`config.mk`:
```
export PLATFORM = sky130hd
export DESIGN_NAME = hdb3_tx_ctrl_flat
export DESIGN_NICKNAME = d
export VERILOG_FILES = /design/src/rtl/hdb3_pkg.sv /design/src/rtl/hdb3_tx_ctrl_if.sv /design/src/rtl/hdb3_bit_tick.sv /design/src/rtl/hdb3_tx_ctrl.sv /design/src/flat_wrapper.sv
export SDC_FILE = /design/constraint.sdc
export NUM_CORES = 1
export LEC_CHECK = 0
export ABC_AREA = 1
export CAP_MARGIN = 20
export CORE_MARGIN = 1
export CORE_UTILIZATION = 39
export CTS_BUF_LIST = sky130_fd_sc_hd__clkbuf_8 sky130_fd_sc_hd__clkbuf_16
export DETAILED_ROUTE_END_ITERATION = 7
export MAX_ROUTING_LAYER = met4
export PLACE_DENSITY = 0.63
export RECOVER_POWER = 50
export SYNTH_ARGS = -nofsm -noshare
export SYNTH_HDL_FRONTEND = slang
export SYNTH_SLANG_ARGS = --single-unit
```
`constraint.sdc`:
```
create_clock -name Clk -period 2 [get_ports Clk]
set_input_delay 0.6 -clock Clk [delete_from_list [all_inputs] [get_ports Clk]]
set_output_delay 0.6 -clock Clk [all_outputs]
set_load 0.03 [all_outputs]
```
`src/rtl/hdb3_pkg.sv`:
```
// Shared definitions for the HDB3 transmit chain: line symbols and sequencer states.
// Latency: n/a (package only).
// Backpressure: n/a.
package hdb3_pkg;

  // 2-bit symbols passed between encoder stages. The sequencer only emits
  // ZERO/ONE; B and V are introduced by the later stages.
  localparam logic [1:0] SYM_ZERO = 2'b00;
  localparam logic [1:0] SYM_ONE  = 2'b01;
  localparam logic [1:0] SYM_B    = 2'b10;
  localparam logic [1:0] SYM_V    = 2'b11;

  typedef enum logic [1:0] {
    IDLE  = 2'd0,
    SHIFT = 2'd1,
    FILL  = 2'd2,
    FLUSH = 2'd3
  } tx_state_e;

  // Map a data bit to its unipolar symbol.
  function automatic logic [1:0] bit_sym(input logic b);
    return b ? SYM_ONE : SYM_ZERO;
  endfunction

endpackage

```
`src/rtl/hdb3_tx_ctrl_if.sv`:
```
// Byte-in / symbol-out bundle between a message source and the HDB3 transmit sequencer.
// Latency: n/a (wires only).
// Backpressure: Tx_Valid/Tx_Ready handshake; encoder side is paced by Enc_Ce, no backpressure.
// Ports: master = byte source (drives Tx_*), slave = sequencer (drives Tx_Ready and encoder/status outputs).
interface hdb3_tx_ctrl_if;
  logic [7:0] Tx_Data;
  logic       Tx_Valid;
  logic       Tx_Last;
  logic       Tx_Ready;
  logic       Enc_Ce;
  logic [1:0] Enc_Data;
  logic       Line_Valid;
  logic       Busy;
  logic       Underrun;

  modport master (
    output Tx_Data, Tx_Valid, Tx_Last,
    input  Tx_Ready, Enc_Ce, Enc_Data, Line_Valid, Busy, Underrun
  );

  modport slave (
    input  Tx_Data, Tx_Valid, Tx_Last,
    output Tx_Ready, Enc_Ce, Enc_Data, Line_Valid, Busy, Underrun
  );
endinterface

```
`src/rtl/hdb3_bit_tick.sv`:
```
// Bit-rate divider: free-running 0..DIV-1 counter with synchronous clear and run gate.
// Latency: ce is registered and high for the one clock where the visible count is DIV-1.
// Backpressure: none; run=0 freezes the count.
// Ports: clk/rst_n, clr (zero the count next clock), run (advance), ce (bit strobe out).
module hdb3_bit_tick #(
  parameter int DIV = 8
) (
  input  logic clk,
  input  logic rst_n,
  input  logic clr,
  input  logic run,
  output logic ce
);

  localparam int CW = $clog2(DIV);
  localparam logic [CW-1:0] CNT_LAST = CW'(DIV - 1);

  logic [CW-1:0] cnt_q, cnt_d;
  logic          ce_q, ce_d;

  always_comb begin
    cnt_d = cnt_q;
    if (clr) begin
      cnt_d = '0;
    end else if (run) begin
      cnt_d = (cnt_q == CNT_LAST) ? '0 : cnt_q + 1'b1;
    end
    // Strobe is derived from the next count so it lines up with the count it describes.
    ce_d = (run || clr) && (cnt_d == CNT_LAST);
  end

  always_ff @(posedge clk or negedge rst_n) begin
    if (!rst_n) begin
      cnt_q <= '0;
      ce_q  <= 1'b0;
    end else begin
      cnt_q <= cnt_d;
      ce_q  <= ce_d;
    end
  end

  assign ce = ce_q;

endmodule

```
`src/rtl/hdb3_tx_ctrl.sv`:
```
// HDB3 transmit sequencer: serialises bytes MSB-first into unipolar symbols, paces the encoder chain, zero-fills and flushes.
// Latency: first symbol the clock after the handshake; Line_Valid follows PIPE_LAT bit periods later.
// Backpressure: Tx_Ready only in IDLE, in bit 7 of a non-last byte with the holding slot empty, and in FILL with the slot empty.
// Ports: Clk, Rst_n (async active-low); tx (slave modport) carries Tx_Data/Valid/Last/Ready, Enc_Ce, Enc_Data, Line_Valid, Busy, Underrun.
module hdb3_tx_ctrl
  import hdb3_pkg::*;
#(
  parameter int DIV      = 8,
  parameter int PIPE_LAT = 6
) (
  input  logic           Clk,
  input  logic           Rst_n,
  hdb3_tx_ctrl_if.slave  tx
);

  localparam int FW = (PIPE_LAT > 1) ? $clog2(PIPE_LAT) : 1;
  localparam logic [FW-1:0] FLUSH_LAST = FW'(PIPE_LAT - 1);

  tx_state_e             state_q, state_d;
  logic [7:0]            sh_q, sh_d;
  logic                  last_q, last_d;
  logic [2:0]            bitcnt_q, bitcnt_d;
  logic [7:0]            hold_q, hold_d;
  logic                  hold_last_q, hold_last_d;
  logic                  hold_vld_q, hold_vld_d;
  logic [FW-1:0]         flush_cnt_q, flush_cnt_d;
  logic [PIPE_LAT-1:0]   vpipe_q, vpipe_d;
  logic                  tx_ready_q, tx_ready_d;
  logic [1:0]            enc_data_q, enc_data_d;
  logic                  underrun_q, underrun_d;

  logic                  enc_ce;
  logic                  tick_clr;
  logic                  acc;
  logic                  nxt_avail;
  logic [7:0]            nxt_dat;
  logic                  nxt_last;

  hdb3_bit_tick #(.DIV(DIV)) u_tick (
    .clk   (Clk),
    .rst_n (Rst_n),
    .clr   (tick_clr),
    .run   (state_q != IDLE),
    .ce    (enc_ce)
  );

  assign acc = tx.Tx_Valid && tx_ready_q;

  // Next byte to serialise: the holding slot if occupied, otherwise a byte
  // being accepted on this very clock (lets a late handshake still avoid a gap).
  assign nxt_avail = hold_vld_q || acc;
  assign nxt_dat   = hold_vld_q ? hold_q      : tx.Tx_Data;
  assign nxt_last  = hold_vld_q ? hold_last_q : tx.Tx_Last;

  always_comb begin
    state_d     = state_q;
    sh_d        = sh_q;
    last_d      = last_q;
    bitcnt_d    = bitcnt_q;
    hold_d      = hold_q;
    hold_last_d = hold_last_q;
    hold_vld_d  = hold_vld_q;
    flush_cnt_d = flush_cnt_q;
    vpipe_d     = vpipe_q;
    underrun_d  = 1'b0;
    tick_clr    = 1'b0;
    tx_ready_d  = 1'b0;
    enc_data_d  = SYM_ZERO;

    case (state_q)
      IDLE: begin
        if (acc) begin
          sh_d     = tx.Tx_Data;
          last_d   = tx.Tx_Last;
          bitcnt_d = 3'd0;
          tick_clr = 1'b1;
          state_d  = SHIFT;
        end
      end

      SHIFT, FILL: begin
        if (acc) begin
          hold_d      = tx.Tx_Data;
          hold_last_d = tx.Tx_Last;
          hold_vld_d  = 1'b1;
        end
        if (enc_ce) begin
          if (state_q == SHIFT && bitcnt_q != 3'd7) begin
            sh_d     = {sh_q[6:0], 1'b0};
            bitcnt_d = bitcnt_q + 3'd1;
          end else if (nxt_avail) begin
            sh_d       = nxt_dat;
            last_d     = nxt_last;
            bitcnt_d   = 3'd0;
            hold_vld_d = 1'b0;
            state_d    = SHIFT;
          end else if (state_q == SHIFT && last_q) begin
            flush_cnt_d = '0;
            state_d     = FLUSH;
          end else begin
            // Either the byte just ended with nothing queued, or another fill bit begins.
            underrun_d = 1'b1;
            state_d    = FILL;
          end
        end
      end

      FLUSH: begin
        if (enc_ce) begin
          if (flush_cnt_q == FLUSH_LAST) begin
            state_d = IDLE;
          end else begin
            flush_cnt_d = flush_cnt_q + 1'b1;
          end
        end
      end

      default: state_d = IDLE;
    endcase

    // Tags each bit entering the encoder; the MSB emerges with that bit at the line.
    if (enc_ce) begin
      vpipe_d = PIPE_LAT'({vpipe_q, (state_q == SHIFT) || (state_q == FILL)});
    end

    // Registered outputs are computed from next-state values so they change
    // on the same clock as the state they describe.
    case (state_d)
      IDLE:    tx_ready_d = 1'b1;
      SHIFT:   tx_ready_d = (bitcnt_d == 3'd7) && !last_d && !hold_vld_d;
      FILL:    tx_ready_d = !hold_vld_d;
      default: tx_ready_d = 1'b0;
    endcase

    if (state_d == SHIFT) begin
      enc_data_d = bit_sym(sh_d[7]);
    end
  end

  always_ff @(posedge Clk or negedge Rst_n) begin
    if (!Rst_n) begin
      state_q     <= IDLE;
      sh_q        <= '0;
      last_q      <= 1'b0;
      bitcnt_q    <= '0;
      hold_q      <= '0;
      hold_last_q <= 1'b0;
      hold_vld_q  <= 1'b0;
      flush_cnt_q <= '0;
      vpipe_q     <= '0;
      tx_ready_q  <= 1'b0;
      enc_data_q  <= SYM_ZERO;
      underrun_q  <= 1'b0;
    end else begin
      state_q     <= state_d;
      sh_q        <= sh_d;
      last_q      <= last_d;
      bitcnt_q    <= bitcnt_d;
      hold_q      <= hold_d;
      hold_last_q <= hold_last_d;
      hold_vld_q  <= hold_vld_d;
      flush_cnt_q <= flush_cnt_d;
      vpipe_q     <= vpipe_d;
      tx_ready_q  <= tx_ready_d;
      enc_data_q  <= enc_data_d;
      underrun_q  <= underrun_d;
    end
  end

  assign tx.Tx_Ready   = tx_ready_q;
  assign tx.Enc_Ce     = enc_ce;
  assign tx.Enc_Data   = enc_data_q;
  assign tx.Line_Valid = vpipe_q[PIPE_LAT-1];
  assign tx.Busy       = (state_q != IDLE) || vpipe_q[PIPE_LAT-1];
  assign tx.Underrun   = underrun_q;

endmodule

```
`src/flat_wrapper.sv`:
```
// flat-port wrapper written by rule: the top's interface ports become plain ports
module hdb3_tx_ctrl_flat import hdb3_pkg::*;
#(
  parameter int DIV      = 8,
  parameter int PIPE_LAT = 6
)
  (Clk, Rst_n, tx_Tx_Data, tx_Tx_Valid, tx_Tx_Last, tx_Tx_Ready, tx_Enc_Ce, tx_Enc_Data, tx_Line_Valid, tx_Busy, tx_Underrun);
  hdb3_tx_ctrl_if tx_i ();
  input  logic Clk;
  input  logic Rst_n;
  input wire logic [$bits(tx_i.Tx_Data)-1:0] tx_Tx_Data;
  input wire logic [$bits(tx_i.Tx_Valid)-1:0] tx_Tx_Valid;
  input wire logic [$bits(tx_i.Tx_Last)-1:0] tx_Tx_Last;
  output wire logic [$bits(tx_i.Tx_Ready)-1:0] tx_Tx_Ready;
  output wire logic [$bits(tx_i.Enc_Ce)-1:0] tx_Enc_Ce;
  output wire logic [$bits(tx_i.Enc_Data)-1:0] tx_Enc_Data;
  output wire logic [$bits(tx_i.Line_Valid)-1:0] tx_Line_Valid;
  output wire logic [$bits(tx_i.Busy)-1:0] tx_Busy;
  output wire logic [$bits(tx_i.Underrun)-1:0] tx_Underrun;
  assign tx_i.Tx_Data = tx_Tx_Data;
  assign tx_i.Tx_Valid = tx_Tx_Valid;
  assign tx_i.Tx_Last = tx_Tx_Last;
  assign tx_Tx_Ready = tx_i.Tx_Ready;
  assign tx_Enc_Ce = tx_i.Enc_Ce;
  assign tx_Enc_Data = tx_i.Enc_Data;
  assign tx_Line_Valid = tx_i.Line_Valid;
  assign tx_Busy = tx_i.Busy;
  assign tx_Underrun = tx_i.Underrun;
  hdb3_tx_ctrl #(.DIV(DIV), .PIPE_LAT(PIPE_LAT)) u_core (.Clk(Clk), .Rst_n(Rst_n), .tx(tx_i));
endmodule
```
==> impl_metrics.yaml <==
route:
  drt_first_pass_iters: 4
  route.detailed.drc: 0
  dr_wl_met3_um: 143
  wl_per_cell_um: 13.05
  dr.max_layer_used: "met4"
  route.met2.wl_um: 2317
  postRouteWirelength_um: 5167
  ant_nets: 0
  viasPerCell: 4.859
  drt-met1-wl_um: 2640
  drt_iter0_drc: 106
  dr_total_vias: 1924
timing:
  hold_viol_final: 0
  finalSetupViolations: 0
  slew_headroom_pct: 37.95
  fin_crit_sh_pct: 94.84
  skew_ns: 0.01026
  finalSetupTns_ns: 0
  period_needed_ns: 1.897
  fmaxAchievable_mhz: 527.2
  setup_ws_ns: 0.1031
  rsz0062_at_grt: "false"
  worstMarginPinSlew_ns: 0.9308
  slew_viol_final: 0
worst_setup_path:
  crit_type: "reg -> out"
  critPathMaxStageDelay_ns: 0.67
  path_buf_inv: 1
  critPathLaunchType: "flop"
  r2r_cells: 10
  path_cells: "clkdlybuf4s50_1"
  r2r_start: "u_core.bitcnt_q[0]$_DFF_PN0_"
  cp_max_fo: 1
  critPathRequiredTime_ns: 1.40
  cp_slowest_cell: "clkdlybuf4s50_1"
  cp-end-kind: "output port"
  arrival_ns: 1.30
  r2r-end: "u_core.tx.Tx_Ready$_DFF_PN0_"
  rrSetupSlack_ns: 0.16
  path_delay_family: "buffers and inverters"
clock_tree:
  htreeDepth: 2
  cts_setup_buffers: 0
  cts.root.buffer_cell: "clkbuf_8"
  cts_tree: "done"
  clk-insertion-delay-late_ns: 0.30
  clk_pin_slew_ns: 0.08
  cts_buffers: 5
  clock-sinks: 40
  cts_buffer_depth: 2
final_layout:
  finalNetCount: 344
  synthToLayoutAreaGrowth_pct: 16.77
  nFillCells: 548
  antenna_cells: 0
  drive_gt1_share_pct: 19.44
yosys:
  netlist_area_um2: 2327
  synth.net_count: 314
  synth_common_cells: "71 x nand2_1, 40 x dfrtp_1, 31 x inv_1, 23 x o21ai_0"
  synth_cells: 293
  synth_top_area_cell: "dfrtp_1"
  synth_top_area_share_pct: 43.01
  synth.area.top_cells: "dfrtp_1 43%, nand2_1 11%, inv_1 5.0%"
  avgSynthCellArea_um2: 7.943
  yosys_most_used_dff: "dfrtp_1"
  ys_ff_latch: 40
  synth_cell_type_count: 35
  synth_warnings: 0
  synth_edf_count: 0
  ys_seq_area_share_pct: 43.01
  async_flop_share_pct: 100.0
  synth.most_common_cell: "nand2_1"
floorplan:
  io_pins: 19
  die_w_um: 79.25
  die_y_um: 79.25
  core_um2: 5642
  start_util_pct: 41.25
  dieArea_um2: 6281
  std_cell_rows: 27
hold_path:
  min_path_type: "in -> async"
global_routing:
  grt_overflow: 0
  grt_pass1_vias: 1864
  antenna_found_initial: 0
  grt_max_degree: 25
  grt_pass1_wl_um: 8935
  globalRouteTotalUtil_pct: 18.98
pwr:
  powerDensity_nw_per_um2: 522.0
  p_leak_nw: 1.412
  ir_worst_vdd_mv: 0.2305
  power_mw: 1.419
placement:
  gp_congestion: 0.9409
  place_ws_ns: -0.09523
  portBuffers: 17
  hpwlAfterDp_um: 3803
run:
  cap_violations: 0
outcome:
  status: "finished clean"
layout make-up:
type	instances	area, um^2	share of cell area, %
Multi-Input combinational cell	202	1101	40.52
Tap cell	72	90.09	3.315
Inverter	43	171.4	6.308
Clock inverter	2	7.507	0.2762
Clock buffer	6	82.58	3.039
Sequential cell	40	1001	36.83
Timing Repair Buffer	31	264.0	9.715
cell families after synthesis:
kind of cell	synth area share, %
and+or+nand+nor	25.70
AOI/OAI and AO/OA	16.08
buffers and inverters	10.21
DFF	43.01
adders and majority gates	4.839
other	0.1611
worst max-delay path by stage:
stage          cells past startpoint                            to                             from  slack (ns)
3_5_place_dp                      10  u_core.tx.Tx_Ready$_DFF_PN0_                      tx_Tx_Valid        -0.1
6_report                           1                tx_Enc_Data[0]  u_core.tx.Enc_Data[0]$_DFF_PN0_        0.10
2_1_floorplan                      3                       tx_Busy      u_core.state_q[0]$_DFF_PN0_        0.38
4_1_cts                            1                   tx_Tx_Ready     u_core.tx.Tx_Ready$_DFF_PN0_        0.02
5_1_grt                           10  u_core.tx.Tx_Ready$_DFF_PN0_      u_core.state_q[1]$_DFF_PN0_        0.01
3_3_place_gp                      10  u_core.tx.Tx_Ready$_DFF_PN0_                      tx_Tx_Valid       -0.11
routing by layer:
| layer | global-route usage, % | vias to the layer above |
|---|---|---|
| met4 | 4.727 | 0 |
| met2 | 30.34 | 30 |
| met3 | 4.138 | 6 |
| li1 | - | 992 |
| met1 | 24.44 | 896 |
| met5 | - | - |
per-stage QoR:
step	instance area (um^2)	instances	utilization, %	hold WS, ns
after floorplan	2327	293	-	0.3044
after global placement	2630	388	46.62	0.4551
after detailed placement	2630	388	46.62	0.4587
after CTS	2733	396	48.44	0.2511
after global routing	2718	396	48.17	0.5026
final	2718	396	48.17	0.4141
power breakdown:
group,leakage [nW],total [mW],internal (mW),switching (mW)
clock network,0.0538,0.558,0.272,0.286
registers,0.460,0.808,0.808,0
logic,0.898,0.0528,0.0215,0.0312
total,1.41,1.42,1.10,0.317
registers in the layout, summed over array words and instances, names as in the netlist:
signal,count
u_core.hold_q,8
u_core.last_q,1
u_core.bitcnt_q,3
u_core.u_tick.cnt_q,3
u_core.vpipe_q,6
u_core.sh_q,8
u_core.hold_vld_q,1
u_core.tx.Enc_Data,1
u_core.u_tick.ce,1
u_core.tx.Underrun,1
u_core.state_q,2
u_core.flush_cnt_q,3
u_core.tx.Tx_Ready,1
u_core.hold_last_q,1
cell usage in the layout (no fill, tap or decap), types with 2 or more instances in the layout:
cell type,instances
a21oi_1,11
o21ai_0,23
nand3_1,21
clkdlybuf4s50_1,13
inv_4,3
nand2_4,3
dfrtp_1,40
clkbuf_8,6
a22oi_1,2
inv_1,32
o21ai_1,8
nand2_1,71
ha_1,8
nand2_2,6
a21oi_2,9
nor2_2,4
inv_2,8
nor2_1,21
buf_4,15
timing repair:
item                       in CTS  in global routing
pin swaps                       0                  0
hold buffers                    0                  0
gates resized for setup         2                  2
setup endpoints to repair       1                  3
Power figures use the tool's default switching activity.
